**config.mk**
```make
export PLATFORM = sky130hd
export DESIGN_NAME = invaders_formation
export DESIGN_NICKNAME = d
export VERILOG_FILES = /design/src/rtl/invaders_pkg.sv /design/src/rtl/invaders_speed_timer.sv /design/src/rtl/invaders_formation.sv
export SDC_FILE = /design/constraint.sdc
export NUM_CORES = 1
export LEC_CHECK = 0
export CORE_AREA = 8 8 150 208
export CTS_CLUSTER_SIZE = 28
export DETAILED_ROUTE_END_ITERATION = 7
export DIE_AREA = 0 0 158 216
export PLACE_DENSITY = 0.57
export SYNTH_ARGS = -nofsm -noshare
export SYNTH_HDL_FRONTEND = slang
export SYNTH_SLANG_ARGS = --single-unit
```
**constraint.sdc**
```tcl
create_clock -name i_clk_36MHz -period 6.68 [get_ports i_clk_36MHz]
set_clock_uncertainty 0.15 [all_clocks]
set_input_delay 1.002 -clock i_clk_36MHz [delete_from_list [all_inputs] [get_ports i_clk_36MHz]]
set_output_delay 1.002 -clock i_clk_36MHz [all_outputs]
set_load 0.01 [all_outputs]
```
**src/rtl/invaders_pkg.sv**
```systemverilog
// Shared types and default geometry for the invader formation block.
// Latency: n/a (types and constants only).
// Backpressure: n/a.
package invaders_pkg;

  typedef enum logic [1:0] {
    RUN     = 2'd0,
    CLEARED = 2'd1,
    LANDED  = 2'd2
  } state_t;

  typedef enum logic {
    DIR_UP_COL   = 1'b0,
    DIR_DOWN_COL = 1'b1
  } dir_t;

  localparam int          DEF_COLS        = 20;
  localparam int          DEF_ROWS        = 3;
  localparam int          DEF_X_W         = 5;
  localparam int          DEF_Y_W         = 4;
  localparam logic [19:0] DEF_INIT_ROW    = 20'h001FF;
  localparam int          DEF_INIT_Y      = 1;
  localparam int          DEF_LAND_Y      = 14;
  localparam int unsigned DEF_BASE_PERIOD = 36000000;
  localparam int unsigned DEF_MIN_PERIOD  = 4500000;
  localparam int unsigned DEF_STEP_DEC    = 300000;

endpackage

```
**src/rtl/invaders_speed_timer.sv**
```systemverilog
// March-step timer: counts 0..period-1 and pulses o_tick on the terminal count.
// Latency: o_tick is combinational from the count register; period changes apply at the next wrap.
// Backpressure: none; the count simply holds while i_enable is low.
// Ports: i_clk, i_rst_n (async active-low), i_period, i_enable, i_clear (sync), o_tick.
module invaders_speed_timer #(
  parameter logic [31:0] RST_PERIOD = 32'd36000000
) (
  input  logic        i_clk,
  input  logic        i_rst_n,
  input  logic [31:0] i_period,
  input  logic        i_enable,
  input  logic        i_clear,
  output logic        o_tick
);

  logic [31:0] r_count;
  logic [31:0] r_period;   // period in force for the current lap
  logic        w_last;

  // >= rather than == so a degenerate period of 0 still ticks every cycle
  assign w_last = (r_count + 32'd1) >= r_period;
  assign o_tick = i_enable && w_last && !i_clear;

  always_ff @(posedge i_clk or negedge i_rst_n) begin
    if (!i_rst_n) begin
      r_count  <= '0;
      r_period <= RST_PERIOD;
    end else if (i_clear) begin
      r_count  <= '0;
      r_period <= RST_PERIOD;
    end else if (i_enable) begin
      if (w_last) begin
        r_count  <= '0;
        r_period <= i_period;
      end else begin
        r_count <= r_count + 32'd1;
      end
    end
  end

endmodule

```
**src/rtl/invaders_formation.sv**
```systemverilog
// Invader formation: ROWS x COLS alive bitmap that marches on a timer, resolves bullet hits, reports cleared/landed.
// Latency: hit applied at the next edge with o_hit one cycle later; cleared/landed flags one cycle after the condition.
// Backpressure: none; bullets are sampled every cycle, the march holds while i_enable is low.
// Ports: i_clk_36MHz, i_reset (async active-low), i_restart, i_enable, i_bullet_valid/x/y,
//        o_invaders_array, o_invaders_row, o_direction, o_hit, o_hit_col, o_cleared, o_landed.
// Option: define INVADERS_SPEEDUP_EN to shorten the march period with every kill.
module invaders_formation
  import invaders_pkg::*;
#(
  parameter int              COLS        = DEF_COLS,
  parameter int              ROWS        = DEF_ROWS,
  parameter int              X_W         = DEF_X_W,
  parameter int              Y_W         = DEF_Y_W,
  parameter logic [COLS-1:0] INIT_ROW    = COLS'(DEF_INIT_ROW),
  parameter int              INIT_Y      = DEF_INIT_Y,
  parameter int              LAND_Y      = DEF_LAND_Y,
  parameter int unsigned     BASE_PERIOD = DEF_BASE_PERIOD,
  parameter int unsigned     MIN_PERIOD  = DEF_MIN_PERIOD,
  parameter int unsigned     STEP_DEC    = DEF_STEP_DEC
) (
  input  logic                 i_clk_36MHz,
  input  logic                 i_reset,
  input  logic                 i_restart,
  input  logic                 i_enable,
  input  logic                 i_bullet_valid,
  input  logic [X_W-1:0]       i_bullet_x,
  input  logic [Y_W-1:0]       i_bullet_y,
  output logic [ROWS*COLS-1:0] o_invaders_array,
  output logic [Y_W-1:0]       o_invaders_row,
  output logic                 o_direction,
  output logic                 o_hit,
  output logic [X_W-1:0]       o_hit_col,
  output logic                 o_cleared,
  output logic                 o_landed
);

  localparam int N = ROWS * COLS;

  state_t           r_state;
  dir_t             r_dir;
  logic [N-1:0]     r_rows;
  logic [Y_W-1:0]   r_row;
  logic             r_hit;
  logic [X_W-1:0]   r_hit_col;

  logic [N-1:0]     w_hit_sel;
  logic [N-1:0]     w_hit_bits;
  logic [N-1:0]     w_after;
  logic [N-1:0]     w_marched;
  logic             w_hit;
  logic             w_edge;
  logic             w_tick;
  logic             w_run;
  logic             w_timer_en;
  logic             w_clear_cond;
  logic             w_land_cond;
  logic [Y_W+1:0]   w_bottom;
  logic [31:0]      w_period;

  // Bullet decode: compared per row/column so out-of-range x or y never aliases into a neighbour row.
  always_comb begin
    w_hit_sel = '0;
    for (int r = 0; r < ROWS; r++) begin
      for (int c = 0; c < COLS; c++) begin
        if (i_bullet_valid &&
            ({1'b0, i_bullet_y} == ({1'b0, r_row} + (Y_W+1)'(r))) &&
            (i_bullet_x == X_W'(c)))
          w_hit_sel[r*COLS + c] = 1'b1;
      end
    end
  end

  assign w_hit_bits = w_hit_sel & r_rows;
  assign w_hit      = |w_hit_bits;
  assign w_after    = r_rows & ~w_hit_bits;

  // Edge test and shift both work on the post-hit bitmap.
  always_comb begin
    w_edge    = 1'b0;
    w_marched = w_after;
    for (int r = 0; r < ROWS; r++) begin
      if (r_dir == DIR_UP_COL) begin
        w_edge = w_edge | w_after[r*COLS + COLS - 1];
        w_marched[r*COLS +: COLS] = w_after[r*COLS +: COLS] << 1;
      end else begin
        w_edge = w_edge | w_after[r*COLS];
        w_marched[r*COLS +: COLS] = w_after[r*COLS +: COLS] >> 1;
      end
    end
  end

  // Screen row of the lowest formation row that still has an invader.
  always_comb begin
    w_bottom = '0;
    for (int r = 0; r < ROWS; r++) begin
      if (|r_rows[r*COLS +: COLS])
        w_bottom = (Y_W+2)'(r_row) + (Y_W+2)'(r);
    end
  end

  assign w_clear_cond = (r_rows == '0);
  assign w_land_cond  = (w_bottom >= (Y_W+2)'(LAND_Y));
  // Transition cycles already count as frozen: no hit, no march, timer holds.
  assign w_run        = (r_state == RUN) && !w_clear_cond && !w_land_cond;
  assign w_timer_en   = w_run && i_enable;

`ifdef INVADERS_SPEEDUP_EN
  logic [7:0]  r_kills;
  logic [63:0] w_dec;

  always_ff @(posedge i_clk_36MHz or negedge i_reset) begin
    if (!i_reset)
      r_kills <= '0;
    else if (i_restart)
      r_kills <= '0;
    else if (w_run && w_hit && (r_kills != '1))
      r_kills <= r_kills + 8'd1;
  end

  assign w_dec    = 64'(STEP_DEC) * 64'(r_kills);
  assign w_period = ((w_dec + 64'(MIN_PERIOD)) >= 64'(BASE_PERIOD)) ?
                    32'(MIN_PERIOD) : 32'(64'(BASE_PERIOD) - w_dec);
`else
  assign w_period = 32'(BASE_PERIOD);
`endif

  invaders_speed_timer #(
    .RST_PERIOD (32'(BASE_PERIOD))
  ) u_timer (
    .i_clk    (i_clk_36MHz),
    .i_rst_n  (i_reset),
    .i_period (w_period),
    .i_enable (w_timer_en),
    .i_clear  (i_restart),
    .o_tick   (w_tick)
  );

  always_ff @(posedge i_clk_36MHz or negedge i_reset) begin
    if (!i_reset) begin
      r_state   <= RUN;
      r_dir     <= DIR_UP_COL;
      r_rows    <= {ROWS{INIT_ROW}};
      r_row     <= Y_W'(INIT_Y);
      r_hit     <= 1'b0;
      r_hit_col <= '0;
    end else if (i_restart) begin
      r_state   <= RUN;
      r_dir     <= DIR_UP_COL;
      r_rows    <= {ROWS{INIT_ROW}};
      r_row     <= Y_W'(INIT_Y);
      r_hit     <= 1'b0;
      r_hit_col <= '0;
    end else begin
      r_hit <= 1'b0;
      case (r_state)
        RUN: begin
          if (w_clear_cond) begin
            r_state <= CLEARED;
          end else if (w_land_cond) begin
            r_state <= LANDED;
          end else begin
            if (w_hit) begin
              r_hit     <= 1'b1;
              r_hit_col <= i_bullet_x;
            end
            if (w_tick && w_edge) begin
              r_row  <= r_row + 1'b1;
              r_dir  <= (r_dir == DIR_UP_COL) ? DIR_DOWN_COL : DIR_UP_COL;
              r_rows <= w_after;
            end else if (w_tick) begin
              r_rows <= w_marched;
            end else begin
              r_rows <= w_after;
            end
          end
        end
        default: ;   // CLEARED / LANDED hold everything until restart
      endcase
    end
  end

  assign o_invaders_array = r_rows;
  assign o_invaders_row   = r_row;
  assign o_direction      = r_dir;
  assign o_hit            = r_hit;
  assign o_hit_col        = r_hit_col;
  assign o_cleared        = (r_state == CLEARED);
  assign o_landed         = (r_state == LANDED);

endmodule
```
After elaboration in Yosys (flattened, before gate mapping) --
Index checks and enable logic that the tools add are counted.
Word-level totals: logic and storage cells 245, output and inout port bits 73, input bits 14, register bits 137
Operators by class: equality and inequality tests 26, bitwise gates (word level) 7, reduce and logical (&&, ||, !) cells 90, muxes and demuxes 106, order comparisons 2, $add $sub $neg 6
Operator list (count):
- 2-to-1 mux 60 bit | 6
- 2-to-1 mux 32 bit | 6
- AND 60 bit | 2
- 2-to-1 mux 1 bit | 74
- logical AND 1 bit | 69
- zero test 60 bit | 1
- 2-to-1 mux 20 bit | 3
- inverter 60 bit | 1
- OR reduction 20 bit | 3
- OR reduction 60 bit | 1
- equality test 5 x 4 -> 1 bit, second input constant | 8
- adder 32 x 1 -> 32 bit, second input constant | 1
- >= comparator 32 bit | 1
- 2-to-1 mux 5 bit | 5
- 2-to-1 mux 4 bit | 6
- equality test 5 x 3 -> 1 bit, second input constant | 4
- equality test 5 bit, second input constant | 4
- 2-to-1 mux 6 bit | 2
- adder 4 x 1 -> 5 bit, second input constant | 2
- adder 4 x 2 -> 5 bit, second input constant | 2
- equality test 4 x 5 -> 1 bit | 2
- equality test 5 x 2 -> 1 bit, second input constant | 2
- nonzero test 2 bit | 5
- 2-to-1 mux 2 bit | 4
- 15 further kinds | 23

Longest topological paths before layout --
depth after elaboration 19, gate-level depth with buffers 14, mapped depth without buffers 9

Hierarchy --
A second synthesis with hierarchy kept.
Unflattened totals: cell total of the unflattened synthesis 1212, area total of the unflattened synthesis 10467.5 um^2
By module, submodules not included:
- invaders_formation | times used 1, sequential area each 1861.8 um^2, area each 5879.4 um^2, cells an instance 716
- invaders_speed_timer | times used 1, sequential area each 1610.3 um^2, area each 4588.2 um^2, cells an instance 496

Worst setup path before layout --
No wires, ideal clock.
path kind input to register, start input i_bullet_x[2], end register r_rows[18], in the netlist o_invaders_array[18], data arrival time 3.428 ns, buffers on the path 3, slack 2.976 ns, required time 6.404 ns, setup time 0.126 ns, stages on the path 11, cells stage by stage clkbuf_1 > nor3b_1 > nand3_1 > o31ai_1 > nand2_1 > o31ai_4 > and2_1 > buf_2 > buf_4 > nand2_1 > a221o_1
On the way: word-level cells in the longest chain between the ends 17, elaborated cells between the ends (all ways) 38, those cells by class eq/ne (3); mux (18); bitwise (7); reduce/logical (10)
RTL lines:
- from (decl) | RTL line invaders_formation.sv:26 | input logic [X_W-1:0] i_bullet_x,
- equality test 5 bit / zero test 5 bit (equally long branches) | RTL line invaders_formation.sv:67 | (i_bullet_x == X_W'(c)))
- logical AND 1 bit | RTL line invaders_formation.sv:66 | ({1'b0, i_bullet_y} == ({1'b0, r_row} + (Y_W+1)'(r))) &&
- 2-to-1 mux 1 bit | RTL line invaders_formation.sv:65 | if (i_bullet_valid &&
- AND 60 bit * | RTL line invaders_formation.sv:73 | assign w_hit_bits = w_hit_sel & r_rows;
- inverter 60 bit * | RTL line invaders_formation.sv:75 | assign w_after = r_rows & ~w_hit_bits;
- AND 60 bit * | RTL line invaders_formation.sv:75
- 2-to-1 mux 1 bit | RTL line invaders_formation.sv:82 | if (r_dir == DIR_UP_COL) begin
- OR 1 bit, on equally long branches | RTL line invaders_formation.sv:83, invaders_formation.sv:86
- 2-to-1 mux 1 bit | RTL line invaders_formation.sv:82
- OR 1 bit, on equally long branches | RTL line invaders_formation.sv:83, invaders_formation.sv:86
- 2-to-1 mux 1 bit | RTL line invaders_formation.sv:82
- logical AND 1 bit | RTL line invaders_formation.sv:166 | if (w_tick && w_edge) begin
- 2-to-1 mux 60 bit * | RTL line invaders_formation.sv:166
- 2-to-1 mux 60 bit * | RTL line invaders_formation.sv:159 | end else if (w_land_cond) begin
- 2-to-1 mux 60 bit * | RTL line invaders_formation.sv:157 | if (w_clear_cond) begin
- 2-to-1 mux 60 bit * | RTL line invaders_formation.sv:155 | case (r_state)
- 2-to-1 mux 60 bit * | RTL line invaders_formation.sv:146 | end else if (i_restart) begin
- to (signal assigned) | RTL line invaders_formation.sv:142 | r_rows <= {ROWS{INIT_ROW}};
- to (signal assigned) | RTL line invaders_formation.sv:149 | r_rows <= {ROWS{INIT_ROW}};
- to (signal assigned) | RTL line invaders_formation.sv:169 | r_rows <= w_after;
- to (decl) | RTL line invaders_formation.sv:41 | logic [N-1:0] r_rows;
Every way passes the cells marked *; elsewhere a longest branch is shown, timed or not. The select of a mux whose other input is x is not followed. A chain may end at the register's enable or synchronous reset.

Final worst setup path --
start input i_bullet_x[1], end register r_rows[4], in the netlist o_invaders_array[4]
The elaborated chain is that of the path after synthesis.

==> metrics.md <==
| Metric | Value |
|---|---|
| Fill cells | `just over 3000` |
| Initial core utilization | `29.5%` |
| Register Area | `0.00266 mm²` |
| Tightest Pin Transition | `1050 ps` |
| CP required | `6820 ps` |
| Post-cts resize count | `0` |
| Multi-input logic area | `0.00518 mm²` |
| Power Density | `approximately 140 mW/mm²` |
| Fin area | `about 0.0097 mm²` |
| Setup WS pre-CTS | `around 1000 ps` |
| Wirelength, routed | `35400 µm` |
| Static leakage power | `0.00334 µW` |
| Area contributors post-synth | `dfrtp_1, dfstp_2, nand2_1, nand3_1, o21ai_0` |
| Largest net degree at the start of global routing | `76` |
| CTS Root Buffer Type | `clkbuf_16` |
| Initial DRC Count | `around 870` |
| Fin crit period | `5560 ps` |
| Hpwl dp | `approximately 25000 µm` |
| Htree depth | `3` |
| Synth Flop Type | `dfrtp_1` |
| Crit start category | `primary input` |
| Post-synth EDFFs | `0` |
| Rows | `73` |
| Crit end category | `flop` |
| Global router's overall resource usage | `between 20% and 30%` |
| CTS max path bufs | `2` |
| Critical path class | `primary input to flop` |
| DR WL/cell | `25.1 µm` |
| Yosys top cell by area | `dfrtp_1` |
| Die X | `158 µm` |
| VDD IR max | `0.000124 V` |
| I/O pins | `87` |
| Max-cap violations | `0` |
| Async S/R FF share, synth | `100%` |
| Avg Vias per Cell | `6.38` |
| Syn Area/Cell | `8.17 µm²` |
| Initial antenna violation count | `0` |
| Post-synth top cells | `nand2_1, dfrtp_1, clkbuf_1, nand3_1, o21ai_0` |
| Buffers on Ports | `86` |
| Worst-path clk slew | `80 ps` |
| Worst r2r dst | `o_invaders_row[1]` |
| Worst setup path end | `o_invaders_array[4]` |
| RSZ-0062 raised after global routing | `false` |
| Setup Fix Bufs, Post-CTS | `0` |
| Residual DRC | `0` |
| R2R Setup Slk | `2000 ps` |
| Final hold violation count | `0` |
| Worst skew pair latency | `380 ps` |
| Status | `completed` |
| P&R area growth vs syn | `16.3%` |
| DP Area | `0.00937 mm²` |
| Vias in the first global route | `about 8900` |
| CTS Hold Bufs | `0` |
| Final setup margin | `1120 ps` |
| TritonCTS Buffers | `9` |
| Syn_nets | `1033` |
| CP Max Fanout | `27` |
| Post-synth top area share | `~23%` |
| Ys Warns | `0` |
| Worst hold path class | `flop to flop` |
| First-pass GRT wire length | `54500 µm` |
| Relative slew slack | `roughly 30%` |
| Final setup viols | `0` |
| Synth cell types | `82` |
| Crit path DAT | `5710 ps` |
| Die H | `216 µm` |
| Die ar. | `0.0341 mm²` |
| Sink Count | `105` |
| Crit share post-route | `between 80 and 90%` |
| Cell with the most instances after synthesis | `nand2_1` |
| DR vias | `9021` |
| Ant. Diodes | `0` |
| Final ANT Viol Nets | `0` |
| Proportion of layout cells with a drive suffix above 1 | `about a tenth` |
| Critical Path Source | `i_bullet_x[1]` |
| Routability cong. | `0.953` |
| Final net count | `roughly 1100` |
| Grt ovf | `0` |
| Mapped Cells | `1016` |
| Upper clock frequency limit | `around 0.18 GHz` |
| Cells on worst reg2reg path | `9` |
| Core ar. | `between 0.02 and 0.03 mm²` |
| Setup TNS | `0 ps` |
| Hold_ws | `375 ps` |
| DRT Pass-1 Iters | `5` |
| Seq/Total Area, Yosys | `32.1%` |
| Final Core Density | `34.3%` |
| Slew Viols, Final | `0` |
| FF+latch count, synth | `~110` |
| Reg-to-Reg Start | `u_timer.r_count[12]` |
| CTS tree | `built` |
| Syn Std Cell Area | `0.00830 mm²` |
through the flow:
step	power [µW]	cells
3_5_place_dp	777	1397
2_1_floorplan	721	1016
5_1_grt	1350	1413
3_3_place_gp	776	1397
4_1_cts	1320	1413
6_report	1310	1413
sequential cells by signal, indices dropped and copies added, names as in the netlist:
register	flops
o_hit	1
o_hit_col	5
r_state	2
o_invaders_array	60
o_direction	1
o_invaders_row	4
u_timer.r_count	32
cell families (layout without fill, tap and decap cells):
logic type | after synthesis | count (layout) | share of synthesized area (%)
muxes | 26 | 26 | 3.21
and+or+nand+nor | 431 | 431 | 26.9
DFF | 105 | 105 | 32.1
AOI/OAI and AO/OA | 323 | 323 | 29.7
adders and majority gates | 3 | 3 | 0.452
xor gates and xnor gates | 15 | 15 | 1.75
buffers and inverters | 113 | 135 | 5.82
where the power goes:
part / switching, µW / leakage (µW) / total (µW) / internal (µW)
sequential: 5.12 / 0.00137 / 645 / 640
clock: 277 / 0.000136 / 543 / 266
combinational: 91.3 / 0.00184 / 122 / 31.0
worst max-delay path, cell delays in order:
cell and delay, ps:
clkdlybuf4s50_1 740, nor3_1 750, nand2_1 330, o41ai_1 900
nand4_1 290, o31ai_4 200, and2_2 620, buf_4 430
a2111oi_0 160, a211oi_1 270
layout by cell type (no fill, tap or decap), types with 10 or more instances in the layout:
cell | Yosys | routed
a2111oi_0 | 16 | 16
a211oi_1 | 12 | 11
a21oi_1 | 20 | 19
a22oi_1 | 11 | 11
a311oi_1 | 21 | 21
a31o_1 | 26 | 26
a31oi_1 | 37 | 37
a32o_1 | 27 | 27
and2_1 | 22 | 21
and3_1 | 18 | 18
buf_4 | 2 | 23
clkdlybuf4s50_1 | 0 | 84
dfrtp_1 | 77 | 76
dfstp_2 | 28 | 28
inv_1 | 11 | 11
mux2i_1 | 21 | 21
nand2_1 | 122 | 122
nand3_1 | 62 | 62
nand4_1 | 24 | 24
nor2_1 | 44 | 43
nor2b_1 | 14 | 14
nor3_1 | 41 | 41
nor4_1 | 36 | 35
o21ai_0 | 62 | 62
or3_1 | 10 | 10
layer usage:
metal  global-route usage [%]  wire, µm  part of all wire (%)  vias up
li1                         -         -                     -     4015
met1                     23.7     13600                    39     4467
met2                     34.5     17300                    49      425
met3                     3.40      2150                   6.1      114
met4                     13.9      2340                   6.6        0
met5                        0         0                     0        -
cell type report:
class / count / area share [%]
Multi-Input combinational cell: 798 / 53.7
Sequential cell: 105 / 27.6
Timing Repair Buffer: 108 / 10.5
Tap cell: 375 / 4.86
Clock buffer: 11 / 2.51
Inverter: 11 / 0.428
Clock inverter: 5 / 0.402
how the worst min path moves through the flow:
| stage | start | endpoint | slack (ps) | cells after the start |
|---|---|---|---|---|
| detailed placement | u_timer.r_count[31] | u_timer.r_count[31] | 360 | 1 |
| global route | u_timer.r_count[31] | u_timer.r_count[31] | 410 | 1 |
| CTS | u_timer.r_count[31] | u_timer.r_count[31] | 380 | 1 |
| floorplan | u_timer.r_count[31] | u_timer.r_count[31] | 340 | 1 |
| global placement | o_hit_col[0] | o_hit_col[0] | 360 | 2 |
| finish | o_hit_col[4] | o_hit_col[4] | 380 | 2 |
Power figures use the tool's default switching activity.
